[config.mk]
export PLATFORM = sky130hd
export DESIGN_NAME = alu_exec_controller_flat
export DESIGN_NICKNAME = d
export VERILOG_FILES = /design/src/rtl/ssm_pkg.sv /design/src/rtl/alu_exec_controller_if.sv /design/src/rtl/alu_exec_controller.sv /design/src/flat_wrapper.sv
export SDC_FILE = /design/constraint.sdc
export NUM_CORES = 1
export LEC_CHECK = 0
export BUFFER_PORTS_ARGS = -buffer_cell sky130_fd_sc_hd__buf_2
export CORE_ASPECT_RATIO = 1.1
export CORE_MARGIN = 1.5
export CORE_UTILIZATION = 45
export CTS_CLUSTER_SIZE = 30
export DETAILED_ROUTE_END_ITERATION = 8
export PLACE_DENSITY_LB_ADDON = 0.25
export REMOVE_ABC_BUFFERS = 1
export SLEW_MARGIN = 10
export SYNTH_ARGS = -nofsm -noshare
export SYNTH_HDL_FRONTEND = slang
export SYNTH_SLANG_ARGS = --single-unit
[constraint.sdc]
create_clock -name clock -period 1.3 [get_ports clock]
set_input_delay 0.26 -clock clock [delete_from_list [all_inputs] [get_ports clock]]
set_output_delay 0.26 -clock clock [all_outputs]
set_load 0.05 [all_outputs]
[src/rtl/ssm_pkg.sv]
// Shared definitions for the execute-phase sequencers: opcodes, fetch
// select codes, ALU controller state encoding and IR field positions.
package ssm_pkg;

    // Register-register ALU opcodes (IR[15:12]); alu_op is the low three bits
    typedef enum logic [3:0] {
        OP_NOP  = 4'b0000,
        OP_ADD  = 4'b0001,
        OP_SUB  = 4'b0010,
        OP_NOT  = 4'b0011,
        OP_AND  = 4'b0100,
        OP_OR   = 4'b0101,
        OP_XOR  = 4'b0110,
        OP_XNOR = 4'b0111
    } alu_opcode_e;

    // FSM_start codes issued by the fetch sequencer
    localparam logic [3:0] FSM_ALU   = 4'b0001;
    localparam logic [3:0] FSM_ALU_I = 4'b0010;
    localparam logic [3:0] FSM_MOV   = 4'b0100;
    localparam logic [3:0] FSM_MOVI  = 4'b1000;
    localparam logic [3:0] FSM_STORE = 4'b1001;
    localparam logic [3:0] FSM_JUMP  = 4'b1010;
    localparam logic [3:0] FSM_NONE  = 4'b1111;

    // ALU execute controller state encoding
    localparam logic [2:0] ST_IDLE   = 3'd0;
    localparam logic [2:0] ST_DECODE = 3'd1;
    localparam logic [2:0] ST_RD_A   = 3'd2;
    localparam logic [2:0] ST_RD_B   = 3'd3;
    localparam logic [2:0] ST_WB     = 3'd4;
    localparam logic [2:0] ST_FIN    = 3'd5;

    // IR field most-significant bit positions
    localparam int IR_OP_MSB = 15;
    localparam int IR_RD_MSB = 11;
    localparam int IR_RS_MSB = 7;
    localparam int IR_RT_MSB = 3;

    // True for the register-register ALU opcodes 0001..0111
    function automatic logic is_alu_op(input logic [3:0] op);
        return (op != 4'b0000) && (op[3] == 1'b0);
    endfunction

endpackage

[src/rtl/alu_exec_controller_if.sv]
// Bus bundle between the fetch/datapath side and the ALU execute controller.
interface alu_exec_controller_if #(
    parameter int REG_SEL_W = 4
);
    logic [3:0]           FSM_start;
    logic                 IR_in_en;
    logic [15:0]          IR;
    logic                 alu_zero;
    logic [REG_SEL_W-1:0] reg_out_sel;
    logic                 reg_out_en;
    logic [REG_SEL_W-1:0] reg_in_sel;
    logic                 reg_in_en;
    logic                 A_in_en;
    logic                 G_in_en;
    logic                 G_out_en;
    logic [2:0]           alu_op;
    logic                 Z_flag;
    logic                 DONE;
    logic                 busy;
    logic                 illegal;

    // Fetch sequencer / datapath side
    modport master (
        output FSM_start, IR_in_en, IR, alu_zero,
        input  reg_out_sel, reg_out_en, reg_in_sel, reg_in_en, A_in_en,
               G_in_en, G_out_en, alu_op, Z_flag, DONE, busy, illegal
    );

    // Execute controller side
    modport slave (
        input  FSM_start, IR_in_en, IR, alu_zero,
        output reg_out_sel, reg_out_en, reg_in_sel, reg_in_en, A_in_en,
               G_in_en, G_out_en, alu_op, Z_flag, DONE, busy, illegal
    );
endinterface

[src/rtl/alu_exec_controller.sv]
// Execute-phase sequencer for register-register ALU instructions. Runs a
// fixed DECODE/RD_A/RD_B/WB/FIN sequence on the shared bus. Every output is
// a register loaded from the decode of the next state, so each output is
// valid for exactly the cycle its state is occupied and never depends
// combinationally on IR.
import ssm_pkg::*;

module alu_exec_controller #(
    parameter logic [3:0] START_CODE = 4'b0001,
    parameter int         REG_SEL_W  = 4
) (
    input  logic                 clock,
    input  logic                 reset,
    alu_exec_controller_if.slave bus
);

    logic [2:0]           state_r;
    logic [2:0]           state_s;
    logic                 armed_r;
    logic                 accept_s;
    logic                 legal_s;

    logic [3:0]           opcode_r;
    logic [REG_SEL_W-1:0] rd_r;
    logic [REG_SEL_W-1:0] rs_r;
    logic [REG_SEL_W-1:0] rt_r;

    logic [REG_SEL_W-1:0] reg_out_sel_s, reg_out_sel_r;
    logic                 reg_out_en_s,  reg_out_en_r;
    logic [REG_SEL_W-1:0] reg_in_sel_s,  reg_in_sel_r;
    logic                 reg_in_en_s,   reg_in_en_r;
    logic                 a_in_en_s,     a_in_en_r;
    logic                 g_in_en_s,     g_in_en_r;
    logic                 g_out_en_s,    g_out_en_r;
    logic [2:0]           alu_op_s,      alu_op_r;
    logic                 done_s,        done_r;
    logic                 busy_s,        busy_r;
    logic                 z_flag_r;
    logic                 illegal_r;

    // A start is taken only once per IR load, and only from IDLE
    assign accept_s = (state_r == ST_IDLE) && armed_r && (bus.FSM_start == START_CODE);
    assign legal_s  = is_alu_op(opcode_r);

    // Next-state sequencing; unknown encodings fall back to IDLE
    always_comb begin
        state_s = ST_IDLE;
        case (state_r)
            ST_IDLE: begin
                if (accept_s) state_s = ST_DECODE;
                else          state_s = ST_IDLE;
            end
            ST_DECODE: begin
                if (legal_s) state_s = ST_RD_A;
                else         state_s = ST_FIN;
            end
            ST_RD_A: state_s = ST_RD_B;
            ST_RD_B: state_s = ST_WB;
            ST_WB:   state_s = ST_FIN;
            ST_FIN:  state_s = ST_IDLE;
            default: state_s = ST_IDLE;
        endcase
    end

    // Output decode of the state about to be entered
    always_comb begin
        reg_out_sel_s = {REG_SEL_W{1'b0}};
        reg_out_en_s  = 1'b0;
        reg_in_sel_s  = {REG_SEL_W{1'b0}};
        reg_in_en_s   = 1'b0;
        a_in_en_s     = 1'b0;
        g_in_en_s     = 1'b0;
        g_out_en_s    = 1'b0;
        alu_op_s      = 3'b000;
        done_s        = 1'b0;
        busy_s        = 1'b0;
        case (state_s)
            ST_IDLE: begin
                busy_s = 1'b0;
            end
            ST_DECODE: begin
                busy_s = 1'b1;
            end
            ST_RD_A: begin
                busy_s        = 1'b1;
                reg_out_sel_s = rs_r;
                reg_out_en_s  = 1'b1;
                a_in_en_s     = 1'b1;
            end
            ST_RD_B: begin
                busy_s    = 1'b1;
                g_in_en_s = 1'b1;
                alu_op_s  = opcode_r[2:0];
                // NOT is unary: the second operand slot leaves the bus idle
                if (opcode_r != OP_NOT) begin
                    reg_out_sel_s = rt_r;
                    reg_out_en_s  = 1'b1;
                end else begin
                    reg_out_sel_s = {REG_SEL_W{1'b0}};
                    reg_out_en_s  = 1'b0;
                end
            end
            ST_WB: begin
                busy_s       = 1'b1;
                g_out_en_s   = 1'b1;
                reg_in_sel_s = rd_r;
                reg_in_en_s  = 1'b1;
            end
            ST_FIN: begin
                busy_s = 1'b1;
                done_s = 1'b1;
            end
            default: begin
                busy_s = 1'b0;
            end
        endcase
    end

    // State register and start arming (a new IR load wins over acceptance)
    always_ff @(posedge clock or posedge reset) begin
        if (reset) begin
            state_r <= ST_IDLE;
            armed_r <= 1'b0;
        end else begin
            state_r <= state_s;
            if (bus.IR_in_en)  armed_r <= 1'b1;
            else if (accept_s) armed_r <= 1'b0;
            else               armed_r <= armed_r;
        end
    end

    // Instruction fields are captured at acceptance so later IR changes are ignored
    always_ff @(posedge clock or posedge reset) begin
        if (reset) begin
            opcode_r <= 4'b0000;
            rd_r     <= {REG_SEL_W{1'b0}};
            rs_r     <= {REG_SEL_W{1'b0}};
            rt_r     <= {REG_SEL_W{1'b0}};
        end else if (accept_s) begin
            opcode_r <= bus.IR[IR_OP_MSB -: 4];
            rd_r     <= bus.IR[IR_RD_MSB -: REG_SEL_W];
            rs_r     <= bus.IR[IR_RS_MSB -: REG_SEL_W];
            rt_r     <= bus.IR[IR_RT_MSB -: REG_SEL_W];
        end else begin
            opcode_r <= opcode_r;
            rd_r     <= rd_r;
            rs_r     <= rs_r;
            rt_r     <= rt_r;
        end
    end

    // Zero flag follows the ALU result of the second-operand cycle only
    always_ff @(posedge clock or posedge reset) begin
        if (reset) begin
            z_flag_r <= 1'b0;
        end else if (state_r == ST_RD_B) begin
            z_flag_r <= bus.alu_zero;
        end else begin
            z_flag_r <= z_flag_r;
        end
    end

    // Illegal indication: cleared by each accept, set when DECODE rejects the opcode
    always_ff @(posedge clock or posedge reset) begin
        if (reset) begin
            illegal_r <= 1'b0;
        end else if (accept_s) begin
            illegal_r <= 1'b0;
        end else if ((state_r == ST_DECODE) && !legal_s) begin
            illegal_r <= 1'b1;
        end else begin
            illegal_r <= illegal_r;
        end
    end

    // Registered datapath controls
    always_ff @(posedge clock or posedge reset) begin
        if (reset) begin
            reg_out_sel_r <= {REG_SEL_W{1'b0}};
            reg_out_en_r  <= 1'b0;
            reg_in_sel_r  <= {REG_SEL_W{1'b0}};
            reg_in_en_r   <= 1'b0;
            a_in_en_r     <= 1'b0;
            g_in_en_r     <= 1'b0;
            g_out_en_r    <= 1'b0;
            alu_op_r      <= 3'b000;
            done_r        <= 1'b0;
            busy_r        <= 1'b0;
        end else begin
            reg_out_sel_r <= reg_out_sel_s;
            reg_out_en_r  <= reg_out_en_s;
            reg_in_sel_r  <= reg_in_sel_s;
            reg_in_en_r   <= reg_in_en_s;
            a_in_en_r     <= a_in_en_s;
            g_in_en_r     <= g_in_en_s;
            g_out_en_r    <= g_out_en_s;
            alu_op_r      <= alu_op_s;
            done_r        <= done_s;
            busy_r        <= busy_s;
        end
    end

    assign bus.reg_out_sel = reg_out_sel_r;
    assign bus.reg_out_en  = reg_out_en_r;
    assign bus.reg_in_sel  = reg_in_sel_r;
    assign bus.reg_in_en   = reg_in_en_r;
    assign bus.A_in_en     = a_in_en_r;
    assign bus.G_in_en     = g_in_en_r;
    assign bus.G_out_en    = g_out_en_r;
    assign bus.alu_op      = alu_op_r;
    assign bus.Z_flag      = z_flag_r;
    assign bus.DONE        = done_r;
    assign bus.busy        = busy_r;
    assign bus.illegal     = illegal_r;

endmodule

[src/flat_wrapper.sv]
// flat-port wrapper written by rule: the top's interface ports become plain ports
module alu_exec_controller_flat 
#(
    parameter logic [3:0] START_CODE = 4'b0001,
    parameter int         REG_SEL_W  = 4
)
  (clock, reset, bus_FSM_start, bus_IR_in_en, bus_IR, bus_alu_zero, bus_reg_out_sel, bus_reg_out_en, bus_reg_in_sel, bus_reg_in_en, bus_A_in_en, bus_G_in_en, bus_G_out_en, bus_alu_op, bus_Z_flag, bus_DONE, bus_busy, bus_illegal);
  alu_exec_controller_if #(.REG_SEL_W(REG_SEL_W)) bus_i ();
  input  logic clock;
  input  logic reset;
  input wire logic [$bits(bus_i.FSM_start)-1:0] bus_FSM_start;
  input wire logic [$bits(bus_i.IR_in_en)-1:0] bus_IR_in_en;
  input wire logic [$bits(bus_i.IR)-1:0] bus_IR;
  input wire logic [$bits(bus_i.alu_zero)-1:0] bus_alu_zero;
  output wire logic [$bits(bus_i.reg_out_sel)-1:0] bus_reg_out_sel;
  output wire logic [$bits(bus_i.reg_out_en)-1:0] bus_reg_out_en;
  output wire logic [$bits(bus_i.reg_in_sel)-1:0] bus_reg_in_sel;
  output wire logic [$bits(bus_i.reg_in_en)-1:0] bus_reg_in_en;
  output wire logic [$bits(bus_i.A_in_en)-1:0] bus_A_in_en;
  output wire logic [$bits(bus_i.G_in_en)-1:0] bus_G_in_en;
  output wire logic [$bits(bus_i.G_out_en)-1:0] bus_G_out_en;
  output wire logic [$bits(bus_i.alu_op)-1:0] bus_alu_op;
  output wire logic [$bits(bus_i.Z_flag)-1:0] bus_Z_flag;
  output wire logic [$bits(bus_i.DONE)-1:0] bus_DONE;
  output wire logic [$bits(bus_i.busy)-1:0] bus_busy;
  output wire logic [$bits(bus_i.illegal)-1:0] bus_illegal;
  assign bus_i.FSM_start = bus_FSM_start;
  assign bus_i.IR_in_en = bus_IR_in_en;
  assign bus_i.IR = bus_IR;
  assign bus_i.alu_zero = bus_alu_zero;
  assign bus_reg_out_sel = bus_i.reg_out_sel;
  assign bus_reg_out_en = bus_i.reg_out_en;
  assign bus_reg_in_sel = bus_i.reg_in_sel;
  assign bus_reg_in_en = bus_i.reg_in_en;
  assign bus_A_in_en = bus_i.A_in_en;
  assign bus_G_in_en = bus_i.G_in_en;
  assign bus_G_out_en = bus_i.G_out_en;
  assign bus_alu_op = bus_i.alu_op;
  assign bus_Z_flag = bus_i.Z_flag;
  assign bus_DONE = bus_i.DONE;
  assign bus_busy = bus_i.busy;
  assign bus_illegal = bus_i.illegal;
  alu_exec_controller #(.START_CODE(START_CODE), .REG_SEL_W(REG_SEL_W)) u_core (.clock(clock), .reset(reset), .bus(bus_i));
endmodule
==> results of run 1 <==
worst register-to-register path: stages (launching register included):
cell and delay [ns]:
dfrtp_2 0.49, nor2_4 0.15, nand3_4 0.14, clkbuf_16 0.20
mux2_4 0.30
state kept, by name, indices dropped and copies added, names as in the netlist:
signal and flops:
u_core.rt_r 4, u_core.bus.reg_in_en 1, u_core.bus.Z_flag 1, u_core.bus.reg_out_sel 4
u_core.bus.busy 1, u_core.bus.reg_in_sel 4, u_core.bus.G_in_en 1, u_core.bus.A_in_en 1
u_core.state_r 3, u_core.bus.DONE 1, u_core.armed_r 1, u_core.rd_r 4
u_core.opcode_r 4, u_core.bus.illegal 1, u_core.bus.alu_op 3, u_core.bus.reg_out_en 1
u_core.rs_r 4
layout make-up:
| type | instances | area (um^2) | area share, % |
|---|---|---|---|
| well taps | 34 | 42.5 | 2.04 |
| multi-input cells | 56 | 588 | 28.1 |
| repair buffers | 61 | 402 | 19.2 |
| clock buffers | 6 | 41.3 | 1.98 |
| inverters | 2 | 7.51 | 0.359 |
| clock inverters | 1 | 30.0 | 1.44 |
| flip-flops and latches | 39 | 978 | 46.8 |
metal layers:
layer	wire length [um]	GRT usage [%]	part of all wire [%]	up-vias
met3	155	7.19	5.1	3
met1	1260	17.2	42	496
met4	36	6.10	1.2	0
met5	0	0	0	-
met2	1560	27.4	52	27
li1	-	-	-	476
logic make-up after synthesis:
kind of cell	after synthesis	share of synthesized area [%]
DFF	39	65.1
and+or+nand+nor	24	11.5
muxes	17	13.0
AOI/OAI and AO/OA	14	7.01
buffers and inverters	6	2.75
xor gates and xnor gates	1	0.584
what timing repair did:
item | in CTS | in global routing
hold buffers | 1 | 0
resized for setup | 8 | 28
gates cloned | 0 | 1
hold endpoints to repair | 4 | 0
setup endpoints to repair | 22 | 24
buffers inserted | 2 | 3
pin swaps | 2 | 8
power by group:
group	internal (uW)	leakage (uW)	switching, uW
clock network	396	0.0000383	369
registers	1650	0.000496	313
logic	988	0.000606	1090
path summary, 6_finish.rpt:
check | from | end | slack, ns | cells after the start
max | u_core.state_r[2] | u_core.rs_r[3] | -0.06 | 4
max in group asynchronous | reset | u_core.state_r[2] | 0.37 | 4
min | bus_IR_in_en | u_core.armed_r | 0.1 | 2
min reg2reg | u_core.armed_r | u_core.armed_r | 0.48 | 1
max reg2reg | u_core.state_r[2] | u_core.rs_r[3] | -0.06 | 4
min in group asynchronous | reset | u_core.bus.reg_out_sel[3] | 0.57 | 4
placed cells by master, fill, tap and decap left out, drive strengths merged, types with 2 or more instances in the layout:
cell type / Yosys / layout
inv: 2 / 2
a22o: 4 / 4
nor2: 3 / 3
mux2: 17 / 17
o21ai: 2 / 2
o21a: 2 / 2
clkbuf: 1 / 7
buf: 3 / 59
and3: 4 / 4
nor3b: 2 / 2
nand2: 4 / 4
or2: 2 / 2
and2: 4 / 4
dfrtp: 39 / 39
metrics by stage:
| step | TNS [ns] | area (um^2) |
|---|---|---|
| after global routing | -1.79 | 2090 |
| after CTS | -0.234 | 1940 |
| after global placement | -0.137 | 1820 |
| after detailed placement | -0.326 | 1820 |
| final | -0.843 | 2090 |
| after floorplan | -1.74 | 1470 |
==> metrics, run 1 <==
CP max stage delay 0.49 ns; slowest stage cell, crit path dfrtp_2; clock skew 0.00911 ns; Routed WL per cell 15.2 um; HP Class in2reg; Slew Limit Headroom 68.2%; CTS buffer count 5; final hold violation count 0; Yosys cell types 30; Gate Count Post-Synth 101; routability cong. 0.733; Die Span X 58.0 um; Reg clk slew, reported paths 0.11 ns; non-filler cells, final 199; count leader, synth dfrtp_1; Syn Std Cell Area 1500 um^2; VDD IR-drop max 0.00141 V; critical setup path kind reg2reg; vias in the first global route 1,052; CP top delay family flip-flops; actual slew at the worst max-slew pin 0.476 ns; total chip power 4810 uW; # DRC 0; Leak 0.00114 uW; Starting Density 48.3%; first-pass GRT wire length 4370 um; CP Capture Type register; commonest cells in the netlist 39 x dfrtp_1, 16 x mux2_2, 4 x a22o_1, 4 x and3_1, 4 x nand2_1; first-pass detailed-route iteration total 5; initial antenna violation count 0; max_cap viols 0; ANT cells 0; Critical Path RT 1.54 ns; Nets 189; total gr overflow 0; async set or reset register ratio after synthesis 100%; #FFs+latches synth 39; maximum buffer depth of the clock tree 2; PD cells 2300 nW/um^2; startpoint types register; Die Y 63.5 um; YS warnings 0; Main synth FF type dfrtp_1; GR Util All Layers 16.1%; DP Cell Count 185; Avg Cell Area, Syn 14.8 um^2; largest net degree at the start of global routing 40; critical path data arrival time 1.61 ns; failing checks negative setup slack; number of vias per cell 5.04; via count 1,002; status finished with violations; Final Routed Wirelength 3020 um; clock latency on the worst-skew pair 0.35 ns; Yosys top cell area share 65.1%; DP Wirelength 1850 um; Die Area 3690 um^2; unrepaired setup endpoints after global routing true; CTS tree yes; hold_ws 0.0997 ns; area delta synth->final 39.4%; Root Buffer clkbuf_4; worst path cell trace nor2_4 > nand3_4 > clkbuf_16 > mux2_4; CTS sink cnt 39; worst setup margin -0.0641 ns; antenna viol nets, final 0; Final Util 67.4%; initial drt markers 23; CP max FO 7; port bufs 43; EDFF count, synth 0; Max Clk Rate 733 MHz; Rows 21; register area share after synthesis 65.1%; area leader, netlist dfrtp_1; Setup violations, final 21; Final min period 1.36 ns; total I/O pin count 44; Synth area leaders dfrtp_1 65%, mux2_2 12%, a22o_1 2.3%; H-tree depth 2; Final Max Slew Viols 0; # fillers 241; Critical path buffers and inverters 1; Core Area 3100 um^2; share of cells above drive strength 1 60.0%; DP Worst Slack -0.0446 ns; crit share post-route 105%
Power figures use the tool's default switching activity.
==> run 2: changes to the inputs <==
Settings changed: CORE_MARGIN 1.5 to 2.
==> metrics, run 2 (synthesized netlist as in run 1, its figures left out) <==
initial drt markers 18; routability cong. 0.691; final hold violation count 0; via count 1,010; Setup violations, final 15; first-pass detailed-route iteration total 4; critical path data arrival time 1.63 ns; antenna viol nets, final 0; total gr overflow 0; actual slew at the worst max-slew pin 0.256 ns; area of the multi-input gates 524 um^2; Core Area 3100 um^2; share of cells above drive strength 1 57.2%; H-tree depth 2; DP Wirelength 2000 um; clock latency on the worst-skew pair 0.34 ns; number of vias per cell 5.05; commonest cells after routing, fill and taps aside 43 x buf_2, 38 x dfrtp_1, 11 x mux2_2, 10 x buf_4, 6 x mux2_4; CP max FO 3; Final Max Slew Viols 0; DP Worst Slack -0.0685 ns; VDD IR-drop max 0.00108 V; most common cell after layout, fill and taps aside buf_2; critical setup path kind reg2reg; Die Span X 59.0 um; # DRC 0; area delta synth->final 34.8%; Starting Density 48.3%; port bufs 43; Rows 21; Leak 0.00108 uW; CTS buffer count 5; HP Class in2reg; Routed WL per cell 14.0 um; startpoint types register; Slew Limit Headroom 83.0%; DP Cell Count 187; Critical Path RT 1.58 ns; GR Util All Layers 16.4%; FF+latch area 977 um^2; Root Buffer clkbuf_4; Reg clk slew, reported paths 0.10 ns; worst setup margin -0.0517 ns; crit share post-route 104%; failing checks negative setup slack; Die Area 3810 um^2; non-filler cells, final 200; first-pass GRT wire length 4620 um; # fillers 255; CP Capture Type register; clock skew 0.00482 ns; Final Routed Wirelength 2800 um; Max Clk Rate 740 MHz; CTS sink cnt 39; status finished with violations; Final min period 1.35 ns; PD cells 2240 nW/um^2; Die Y 64.5 um; maximum buffer depth of the clock tree 2; Nets 189; largest net degree at the start of global routing 40; unrepaired setup endpoints after global routing true; CTS tree yes; max_cap viols 0; vias in the first global route 1,035; total I/O pin count 44; ANT cells 0; initial antenna violation count 0
[run 2: layout make-up]
cell class | instances | share of cell area (%)
clock buffer | 8 | 3.41
inverter | 2 | 0.372
multi-input combinational | 56 | 25.9
sequential | 39 | 48.4
tap | 34 | 2.11
timing repair buffer | 61 | 19.8
[run 2: power breakdown]
part           switching [uW]  internal, uW
clock                     359           318
combinational            1070           870
sequential                256          1640
[run 2: metrics by stage]
| step | total power (uW) | util (%) | hold WS [ns] | TNS, ns | area [um^2] |
|---|---|---|---|---|---|
| 2_1_floorplan | 3090 | - | 0.352 | -1.74 | 1470 |
| 3_3_place_gp | 3590 | 59.5 | 0.324 | -0.679 | 1850 |
| 3_5_place_dp | 3660 | 59.5 | 0.329 | -0.870 | 1850 |
| 4_1_cts | 4500 | 64.1 | 0.0805 | -0.305 | 1990 |
| 5_1_grt | 4810 | 65.2 | 0.0906 | -1.56 | 2020 |
| 6_report | 4520 | 65.2 | 0.0918 | -0.252 | 2020 |
[run 2: worst paths after layout]
path                                   startpoint                        end  slack [ns]  cells past startpoint
min in group asynchronous                   reset             u_core.rt_r[3]        0.50                      4
worst max register to register  u_core.state_r[2]  u_core.bus.reg_out_sel[3]       -0.05                      5
worst min register to register     u_core.rt_r[1]  u_core.bus.reg_out_sel[1]        0.51                      1
max in group asynchronous                   reset          u_core.state_r[1]        0.60                      4
worst min-delay path                 bus_IR_in_en             u_core.armed_r        0.09                      2
worst max-delay path            u_core.state_r[2]  u_core.bus.reg_out_sel[3]       -0.05                      5
[run 2: routing by layer]
layer  part of all wire [%]  GRT usage, %  routed length (um)  up-vias
met4                    1.5          6.82                  43        0
met3                    5.7          5.79                 159        5
met2                     53          27.6                1480       29
met1                     40          18.6                1120      497
met5                      0             0                   0        -
li1                       -             -                   -      479
[run 2: what timing repair did]
item                                    CTS  global route
hold buffers                              1             0
pin swaps                                 6             3
endpoints found under the setup margin   22            24
setup buffers                             3             1
gates resized for setup                  10             9
hold endpoints to repair                 39             0
[run 2: worst max-delay path, stage by stage, from the launching register on]
cell and delay, ns:
dfrtp_1 0.43, buf_6 0.14, nor3b_4 0.19, nor3b_4 0.26
buf_6 0.14, a22o_1 0.14
